[src/rtl/change_dispenser.sv]
// change_dispenser: greedy 10/5/2/1 coin payout with valid/ack handshake and ack timeout.
// Optional COIN_TALLY_EN adds a coinCount output tallying acked coins.
module change_dispenser #(
  parameter int WIDTH = 5,
  parameter int ACK_TIMEOUT = 255
) (
  input  logic             clk,
  input  logic             rst_n,
  input  logic             start,
  input  logic [WIDTH-1:0] changeAmount,
  input  logic             coinAck,
  output logic             coinValid,
  output logic [3:0]       coinValue,
  output logic [WIDTH-1:0] remaining,
  output logic             busy,
  output logic             done,
`ifdef COIN_TALLY_EN
  output logic [WIDTH-1:0] coinCount,
`endif
  output logic             fault
);
  localparam int TW = $clog2(ACK_TIMEOUT + 1);
  typedef enum logic [1:0] {IDLE, SELECT, OFFER, DONE} state_t;
  state_t state;
  logic [TW-1:0] timer;
  always_ff @(posedge clk or negedge rst_n) begin
    if (!rst_n) begin
      state     <= IDLE;
      coinValid <= 1'b0;
      coinValue <= 4'd0;
      remaining <= '0;
      busy      <= 1'b0;
      done      <= 1'b0;
      fault     <= 1'b0;
      timer     <= '0;
`ifdef COIN_TALLY_EN
      coinCount <= '0;
`endif
    end else begin
      case (state)
        IDLE: begin
          done <= 1'b0;
          if (start) begin
            remaining <= changeAmount;
            fault     <= 1'b0;
            busy      <= 1'b1;
            state     <= SELECT;
`ifdef COIN_TALLY_EN
            coinCount <= '0;
`endif
          end
        end
        SELECT: begin
          if (remaining == '0) begin
            done  <= 1'b1;
            state <= DONE;
          end else begin
            coinValue <= remaining >= WIDTH'(10) ? 4'd10 :
                         remaining >= WIDTH'(5)  ? 4'd5  :
                         remaining >= WIDTH'(2)  ? 4'd2  : 4'd1;
            coinValid <= 1'b1;
            timer     <= '0;
            state     <= OFFER;
          end
        end
        OFFER: begin
          // An ack in the expiry cycle wins over the timeout.
          if (coinAck) begin
            remaining <= remaining - WIDTH'(coinValue);
            coinValid <= 1'b0;
            coinValue <= 4'd0;
            state     <= SELECT;
`ifdef COIN_TALLY_EN
            coinCount <= coinCount + 1'b1;
`endif
          end else if (timer == TW'(ACK_TIMEOUT - 1)) begin
            coinValid <= 1'b0;
            coinValue <= 4'd0;
            fault     <= 1'b1;
            busy      <= 1'b0;
            state     <= IDLE;
          end else begin
            timer <= timer + 1'b1;
          end
        end
        DONE: begin
          done  <= 1'b0;
          busy  <= 1'b0;
          state <= IDLE;
        end
        default: state <= IDLE;
      endcase
    end
  end
endmodule

[config.mk]
export PLATFORM = sky130hd
export DESIGN_NAME = change_dispenser
export DESIGN_NICKNAME = d
export VERILOG_FILES = /design/src/rtl/change_dispenser.sv
export SDC_FILE = /design/constraint.sdc
export NUM_CORES = 1
export LEC_CHECK = 0
export ABC_AREA = 1
export CAP_MARGIN = 40
export CORE_MARGIN = 10
export CORE_UTILIZATION = 40
export CTS_BUF_LIST = sky130_fd_sc_hd__clkbuf_8
export DETAILED_ROUTE_END_ITERATION = 8
export PLACE_DENSITY = 0.63
export SLEW_MARGIN = 20
export SYNTH_ARGS = -nofsm -noshare
export SYNTH_HDL_FRONTEND = slang
export SYNTH_SLANG_ARGS = --single-unit
[constraint.sdc]
create_clock -name clk -period 5.4 [get_ports clk]
set_clock_uncertainty 0.2 [all_clocks]
set_input_delay 1.08 -clock clk [delete_from_list [all_inputs] [get_ports clk]]
set_output_delay 1.08 -clock clk [all_outputs]
set_load 0.005 [all_outputs]
Word level (Yosys, flattened, before mapping) --
Index checks and enable logic that the tools add are counted.
Cells by class: $add $sub $neg 2, multipliers 0, div/mod/pow operators 0, magnitude comparators 3, eq/ne operators 12, shift operators 0, mux-type cells 32, bitwise operators 0, reduce and logical (&&, ||, !) cells 14
Operators with widths (number):
- 8-bit two-way mux | 3
- 4-bit two-way mux | 4
- 8-bit case mux with 2 select lines | 1
- 2-bit inequality test, second input constant | 7
- 4-bit AND reduction | 3
- 1-bit two-way mux | 10
- 5-bit two-way mux | 2
- 5-bit case mux with 2 select lines | 1
- 8-bit by 1-bit adder with 8-bit output, second input constant | 1
- 8-bit == test, second input constant | 1
- 2-bit two-way mux | 4
- 2-bit case mux with 4 select lines | 1
- 4-bit case mux with 2 select lines | 1
- 1-bit case mux with 2 select lines | 3
- 3-bit AND reduction | 2
- 2-bit nonzero test | 3
- 5-bit by 2-bit >= comparator with 1-bit output, second input constant | 1
- 5-bit by 3-bit >= comparator with 1-bit output, second input constant | 1
- 5-bit by 4-bit >= comparator with 1-bit output, second input constant | 1
- 5-bit zero test | 1
- 5-bit by 4-bit subtractor with 5-bit output | 1
- 2-bit == test, second input constant | 2
- 2-bit AND reduction | 2
- 3-bit two-way mux | 1
- 6 further kinds | 6
Storage, ports and cells: register bits 23, bits in latches 0, bits in writable memories 0, memory bits (read-only) 0, bits of input ports 9, logic and storage cells 71, memories 0

Longest topological paths before layout --
Gate-level depths: netlist of run 1.
depth in word-level cells 6, gate-level depth with buffers 10, gate-level depth less buffers 10

Worst setup path before layout of run 1 --
No wires, ideal clock.
path type input port to flip-flop, start input port start, end register remaining[0], arrival 1590 ps, data required time 5073 ps, setup slack 3483 ps, stages 6, buffers on the path 0, cell sequence nor2_1 -> a21oi_1 -> o21ai_2 -> inv_1 -> nand2_1 -> o21ai_0
On the way: cells in the longest elaborated chain, start to end 2
RTL lines:
- from (decl) | RTL line 9 | input logic start,
- 2-bit inequality test (no source line)
- 3-bit AND reduction (no source line)
- to (signal assigned) | RTL line 44 | remaining <= changeAmount;
- to (signal assigned) | RTL line 69 | remaining <= remaining - WIDTH'(coinValue);
- to (decl) | RTL line 14 | output logic [WIDTH-1:0] remaining,
No other way between the ends. A chain may end at the register's enable or synchronous reset.

Worst setup path after layout of run 1 --
start register remaining[1], end output port remaining[1]
No word-level cell between the ends.

==> results of run 1 <==
## per-layer routing
| metal | vias up | track usage (%) | part of all wire, % |
|---|---|---|---|
| li1 | 704 | - | - |
| met1 | 590 | 13.6 | 48 |
| met2 | 24 | 17.5 | 46 |
| met3 | 2 | 3.17 | 4.9 |
| met4 | 0 | 2.55 | 0.86 |
| met5 | - | 0 | 0 |
## synth_stat cells (2+ instances only)
| library cell | count | area share (%) |
|---|---|---|
| sky130_fd_sc_hd__dfrtp_1 | 23 | 38 |
| sky130_fd_sc_hd__nand2_1 | 71 | 18 |
| sky130_fd_sc_hd__inv_1 | 24 | 5.9 |
| sky130_fd_sc_hd__nand2_4 | 2 | 1.5 |
| sky130_fd_sc_hd__buf_2 | 2 | 0.66 |
| sky130_fd_sc_hd__o21ai_1 | 3 | 0.99 |
| sky130_fd_sc_hd__xor2_1 | 2 | 1.2 |
| sky130_fd_sc_hd__a21oi_1 | 6 | 2.0 |
| sky130_fd_sc_hd__o21ai_0 | 9 | 3.0 |
| sky130_fd_sc_hd__nand3_1 | 15 | 4.9 |
| sky130_fd_sc_hd__nor2_1 | 26 | 6.4 |
| sky130_fd_sc_hd__xnor2_1 | 2 | 1.2 |
| sky130_fd_sc_hd__nand2_2 | 5 | 2.1 |
| sky130_fd_sc_hd__ha_1 | 12 | 9.9 |
## registers in the layout (all words and copies together) (netlist names)
register	flops
state	2
coinValid	1
busy	1
done	1
remaining	5
coinValue	4
fault	1
timer	8
## power by group through the flow
stage | logic [mW] | clock network [mW] | registers [mW]
after CTS | 0.583 | 0.106 | 0.290
after global routing | 0.666 | 0.116 | 0.299
after global placement | 0.574 | 0 | 0.292
after floorplan | 0.392 | 0 | 0.284
after detailed placement | 0.579 | 0 | 0.293
final | 0.574 | 0.102 | 0.289
## layout by cell type, fill, tap and decap left out, types with 5 or more instances in the layout
| cell type | n |
|---|---|
| sky130_fd_sc_hd__nand2_1 | 71 |
| sky130_fd_sc_hd__nor2_1 | 26 |
| sky130_fd_sc_hd__inv_1 | 25 |
| sky130_fd_sc_hd__dfrtp_1 | 23 |
| sky130_fd_sc_hd__clkdlybuf4s50_1 | 21 |
| sky130_fd_sc_hd__nand3_1 | 15 |
| sky130_fd_sc_hd__ha_1 | 12 |
| sky130_fd_sc_hd__o21ai_0 | 9 |
| sky130_fd_sc_hd__a21oi_1 | 6 |
| sky130_fd_sc_hd__nand2_2 | 5 |
## logic make-up (layout without fill, tap and decap cells)
kind of cell    count (synthesis)  count (layout)  synth area share, %
fa+ha+maj                      13              13                 11.2
compound gates                 21              21                 7.48
buf+inv                        27              51                 6.83
flops                          23              23                 37.8
xor+xnor                        4               4                 2.30
simple gates                  123             123                 34.4
## per-stage QoR
| step | instance area [µm²] | power [mW] | hold slack [ns] | setup slack [ns] | cells |
|---|---|---|---|---|---|
| floorplan | 1520 | 0.675 | 0.265 | 3.48 | 211 |
| global placement | 1780 | 0.866 | 0.256 | 2.82 | 278 |
| detailed placement | 1800 | 0.872 | 0.261 | 2.86 | 279 |
| CTS | 1840 | 0.979 | 0.281 | 2.81 | 283 |
| global route | 1840 | 1.08 | 0.317 | 2.77 | 283 |
| finish | 1840 | 0.964 | 0.273 | 2.83 | 283 |
## cell type report
type	instances	area, µm²	share of cell area (%)
timing repair buffer	22	225	12.2
multi-input combinational	161	842	45.7
clock buffer	3	41.3	2.24
sequential	23	576	31.2
inverter	25	93.8	5.10
clock inverter	1	3.75	0.204
tap	48	60.1	3.26
## worst paths after layout
kind / startpoint / end
setup / recovery: remaining[1]$_DFFE_PN0P_ / remaining[1]
max in group asynchronous: rst_n / coinValue[0]$_DFFE_PN0P_
setup reg to reg: state[0]$_DFFE_PN0P_ / remaining[0]$_DFFE_PN0P_
min in group asynchronous: rst_n / remaining[4]$_DFFE_PN0P_
hold / removal: coinValid$_DFFE_PN0P_ / coinValid$_DFFE_PN0P_
hold reg to reg: coinValid$_DFFE_PN0P_ / coinValid$_DFFE_PN0P_
==> results.sh, run 1 <==
export IMPL_post_route_util_pct=50.3
export IMPL_remaining_drc_errors=0
export IMPL_area_of_the_core_um2=3660
export IMPL_dr_total_vias=1320
export IMPL_worstSetupEndpointType="primary output"
export IMPL_clock_sink_count=23
export IMPL_yosysSeqAreaShare_pct=37.8
export IMPL_p_sw_uw=442
export IMPL_quantity_of_i_o_buffers_inserted_on_ports=21
export IMPL_power_sequential_fraction_pct=29.9
export IMPL_synth_edff_count=0
export IMPL_post_cts_resized_instances=0
export IMPL_worst_slew_pin_slew_ns=0.529
export IMPL_fp_dieH_um=81.7
export IMPL_drtIter0Drc=76
export IMPL_postSynthCellCount=211
export IMPL_hold_class="reg2reg"
export IMPL_viasPerCell=4.66
export IMPL_path_buf_inv=1
export IMPL_switching_share_pct=45.9
export IMPL_grt_antenna_before_repair=0
export IMPL_start_kind="flop"
export IMPL_worstSetupPathDepth=1
export IMPL_timing_final_setup_violations=0
export IMPL_cp_arrival_ns=1.29
export IMPL_postSynthAreaPerCell_um2=7.21
export IMPL_ctsHoldBuffers=0
export IMPL_p_int_uw=522
export IMPL_max_clock_path_buffers=2
export IMPL_irDropWorstVdd_mv=0.340
export IMPL_syn_area_um2=1520
export IMPL_synthesis_nets=233
export IMPL_layout_drive_gt1_share_pct=6.38
export IMPL_timing_setup_tns_ns=0
export IMPL_effective_utilization_at_floorplan_pct=41.6
export IMPL_diode_count=0
export IMPL_max_stage_delay_ns=0.56
export IMPL_powerDensity_nw_per_um2=524
export IMPL_drv_cap=0
export IMPL_cts_tree="done"
export IMPL_timing_final_max_slew_violations=0
export IMPL_grt_usage_pct=10.7
export IMPL_asyncSetResetFlopFracSynth_pct=100
export IMPL_ys_warnings_count=0
export IMPL_synth_ff_type="sky130_fd_sc_hd__dfrtp_1"
export IMPL_critical_path_max_fanout=6
export IMPL_fillCellCount=390
export IMPL_cts_buffers_inserted=3
export IMPL_buffers_inserted_during_post_cts_setup_optimization=0
export IMPL_ys_seq_elements=23
export IMPL_crit_type="reg2out"
export IMPL_worst_hold_path_num_cells=2
export IMPL_cts_htree_levels=1
export IMPL_min_period_over_period_pct=47.5
export IMPL_grt_setup_unrepaired="false"
export IMPL_cpMaxStageDelayCell="sky130_fd_sc_hd__clkdlybuf4s50_1"
export IMPL_drtAntennaViolNets=0
export IMPL_ff2ff_setup_slack_ns=3.05
export IMPL_cts_root_buf="sky130_fd_sc_hd__clkbuf_8"
export IMPL_combPwrFrac_pct=59.5
export IMPL_grt_start_max_net_pins=17
export IMPL_status="finished, final reports clean"
export IMPL_power_leakage_nw=0.924
export IMPL_drtPass1Iterations=4
export IMPL_worst_path_dominant_cell_family="buffers and inverters"
export IMPL_via_count_of_the_first_global_routing_pass=1239
export IMPL_die_width_um=81.7
export IMPL_syn_to_final_growth_pct=21.1
export IMPL_route_detailed_wl_per_inst_um=11.5
export IMPL_max_freq_ghz=0.390
export IMPL_global_route_wire_length_before_repair_um=5670
export IMPL_timing_hold_violations_final=0
export IMPL_final_nets=258
export IMPL_timing_final_crit_period_ns=2.57
export IMPL_design_die_area_um2=6670
export IMPL_num_rows=22
export IMPL_r2r_cells=7
export IMPL_gp_congestion=0.766
export IMPL_design_portCount=22
export IMPL_slew_headroom_pct=64.6
export IMPL_worstPathRequired_ns=4.12
export IMPL_totalWireLength_um=3260
export IMPL_cts_clk_slew_worst_paths_ns=0.08
export IMPL_grt_overflow=0
export IMPL_synth_cell_type_count=23
export IMPL_hpwl_um=2630
export IMPL_cp_cell_sequence="clkdlybuf4s50_1"
export IMPL_power_share_clock_pct=10.5
export IMPL_clk_latency_ns=0.26
Power figures use the tool's default switching activity.
==> run 2: changes to the inputs <==
--- a/config.mk
+++ b/config.mk
@@ -11,7 +11,7 @@
 export CORE_UTILIZATION = 40
 export CTS_BUF_LIST = sky130_fd_sc_hd__clkbuf_8
 export DETAILED_ROUTE_END_ITERATION = 8
-export PLACE_DENSITY = 0.63
+export PLACE_DENSITY = 0.65
 export SLEW_MARGIN = 20
 export SYNTH_ARGS = -nofsm -noshare
 export SYNTH_HDL_FRONTEND = slang
==> constraint.sdc (replaced) <==
create_clock -name clk -period 2.2 [get_ports clk]
set_clock_uncertainty 0.2 [all_clocks]
set_input_delay 0.44 -clock clk [delete_from_list [all_inputs] [get_ports clk]]
set_output_delay 0.44 -clock clk [all_outputs]
set_load 0.005 [all_outputs]
==> run 2 against run 1 <==
Compared with the run above:
- sequential power is 150% higher
- first-iteration DRC count fell by 41%
- cell area increased by 0.48%
- combinational power rose by 150%
- via count fell by 0.61%
- critical path type unchanged
- critical endpoint unchanged
- highest routed layer unchanged
==> results.sh, run 2 (synthesis gave the netlist of run 1 again) <==
export IMPL_cp_arrival_ns=1.31
export IMPL_path_buf_inv=1
export IMPL_crit_type="reg2out"
export IMPL_drtAntennaViolNets=0
export IMPL_grt_overflow=0
export IMPL_combPwrFrac_pct=59.0
export IMPL_fp_dieH_um=81.7
export IMPL_cts_htree_levels=1
export IMPL_p_sw_mw=1.10
export IMPL_start_kind="flop"
export IMPL_final_nets=260
export IMPL_post_cts_resized_instances=0
export IMPL_drv_cap=0
export IMPL_status="finished, final reports clean"
export IMPL_timing_final_setup_violations=0
export IMPL_critical_path_max_fanout=6
export IMPL_layout_drive_gt1_share_pct=7.59
export IMPL_largest_reg_flops=8
export IMPL_route_detailed_wl_per_inst_um=11.5
export IMPL_cts_tree="done"
export IMPL_power_leakage_nw=0.930
export IMPL_timing_final_crit_period_ns=1.95
export IMPL_timing_setup_tns_ns=0
export IMPL_num_rows=22
export IMPL_p_int_mw=1.30
export IMPL_max_clock_path_buffers=2
export IMPL_min_period_over_period_pct=88.7
export IMPL_die_width_um=81.7
export IMPL_hpwl_um=2590
export IMPL_remaining_drc_errors=0
export IMPL_worstPathRequired_ns=1.56
export IMPL_worst_path_dominant_cell_family="buffers and inverters"
export IMPL_clk_latency_ns=0.27
export IMPL_drtIter0Drc=45
export IMPL_area_of_the_core_um2=3660
export IMPL_ctsHoldBuffers=0
export IMPL_quantity_of_i_o_buffers_inserted_on_ports=21
export IMPL_irDropWorstVdd_mv=0.731
export IMPL_worstSetupEndpointType="primary output"
export IMPL_cp_cell_sequence="clkdlybuf4s50_1"
export IMPL_layout_cells_most_common="sky130_fd_sc_hd__nand2_1"
export IMPL_largest_register="timer"
export IMPL_syn_to_final_growth_pct=21.6
export IMPL_buffers_inserted_during_post_cts_setup_optimization=0
export IMPL_switching_share_pct=45.9
export IMPL_max_stage_delay_ns=0.56
export IMPL_cpMaxStageDelayCell="sky130_fd_sc_hd__clkdlybuf4s50_1"
export IMPL_drtPass1Iterations=4
export IMPL_power_sequential_fraction_pct=29.7
export IMPL_dr_total_vias=1312
export IMPL_reg_top3="timer x8, remaining x5, coinValue x4"
export IMPL_powerDensity_nw_per_um2=1300
export IMPL_gp_congestion=0.803
export IMPL_global_route_wire_length_before_repair_um=5350
export IMPL_timing_final_max_slew_violations=0
export IMPL_clock_sink_count=23
export IMPL_cts_root_buf="sky130_fd_sc_hd__clkbuf_8"
export IMPL_grt_start_max_net_pins=24
export IMPL_grt_usage_pct=10.2
export IMPL_design_die_area_um2=6670
export IMPL_effective_utilization_at_floorplan_pct=41.6
export IMPL_totalWireLength_um=3290
export IMPL_slew_headroom_pct=75.9
export IMPL_max_freq_ghz=0.512
export IMPL_grt_antenna_before_repair=0
export IMPL_viasPerCell=4.60
export IMPL_hold_class="reg2reg"
export IMPL_via_count_of_the_first_global_routing_pass=1166
export IMPL_timing_hold_violations_final=0
export IMPL_diode_count=0
export IMPL_worst_slew_pin_slew_ns=0.360
export IMPL_grt_setup_unrepaired="false"
export IMPL_holdWs_ns=0.270
export IMPL_cts_buffers_inserted=3
export IMPL_cts_clk_slew_worst_paths_ns=0.09
export IMPL_power_share_clock_pct=11.3
export IMPL_design_portCount=22
export IMPL_most_common_layout_cells="sky130_fd_sc_hd__nand2_1, sky130_fd_sc_hd__nor2_1, sky130_fd_sc_hd__inv_1"
-- run 2: changes by cell type in the layout (fill, tap and decap cells not counted), sizes merged --
cell | before | now
buf | 1 | 3
clkinv | 0 | 1
inv | 26 | 25
-- run 2: per-stage QoR --
stage          total power, mW  area (µm²)  utilization [%]  instances  setup slack (ns)
6_report                  2.40        1850             50.5        285             0.249
2_1_floorplan             1.66        1520                -        211             0.468
3_5_place_dp              2.16        1800             49.3        281             0.310
3_3_place_gp              2.14        1800             49.3        281             0.330
5_1_grt                   2.67        1850             50.5        285             0.133
4_1_cts                   2.44        1850             50.5        285             0.236
-- run 2: final timing paths --
| kind | startpoint | end | slack, ns | depth (start not counted) |
|---|---|---|---|---|
| max in group asynchronous | rst_n | coinValid$_DFFE_PN0P_ | 1.25 | 2 |
| min in group asynchronous | rst_n | remaining[3]$_DFFE_PN0P_ | 0.30 | 2 |
| worst min-delay path | coinValid$_DFFE_PN0P_ | coinValid$_DFFE_PN0P_ | 0.27 | 2 |
| worst min register to register | coinValid$_DFFE_PN0P_ | coinValid$_DFFE_PN0P_ | 0.27 | 2 |
| worst max register to register | state[0]$_DFFE_PN0P_ | remaining[0]$_DFFE_PN0P_ | 0.30 | 8 |
| worst max-delay path | remaining[1]$_DFFE_PN0P_ | remaining[1] | 0.25 | 1 |
-- run 2: metal layers --
metal	vias to the layer above	routed length [µm]	GRT usage (%)
li1	709	-	-
met1	581	1680	13.1
met2	17	1410	16.4
met3	5	146	1.75
met4	0	56	4.59
met5	-	0	0
-- run 2: layout make-up --
type                            instances  area, µm²
Multi-Input combinational cell        161        842
Inverter                               25       93.8
Clock inverter                          1       5.00
Fill cell                             363       1810
Timing Repair Buffer                   24        233
Clock buffer                            3       41.3
Sequential cell                        23        576
Tap cell                               48       60.1
-- run 2: power by group through the flow --
stage / registers, mW / logic (mW) / clock network [mW]
after floorplan: 0.697 / 0.961 / 0
after global placement: 0.717 / 1.43 / 0
after detailed placement: 0.720 / 1.44 / 0
after CTS: 0.713 / 1.44 / 0.282
after global routing: 0.739 / 1.63 / 0.299
final: 0.713 / 1.42 / 0.271
-- run 2: tightest hold or removal path: stages, from the launching register on --
cell and delay (ns):
sky130_fd_sc_hd__dfrtp_1 0.35, sky130_fd_sc_hd__nand2_1 0.05, sky130_fd_sc_hd__nand2_1 0.04
==> run 3: changes to the inputs <==
--- a/config.mk
+++ b/config.mk
@@ -6,7 +6,6 @@
 export NUM_CORES = 1
 export LEC_CHECK = 0
 export ABC_AREA = 1
-export CAP_MARGIN = 40
 export CORE_MARGIN = 10
 export CORE_UTILIZATION = 40
 export CTS_BUF_LIST = sky130_fd_sc_hd__clkbuf_8
==> results of run 3 <==
Same layout as run 2: the final DEF is identical, and so are final timing and power.
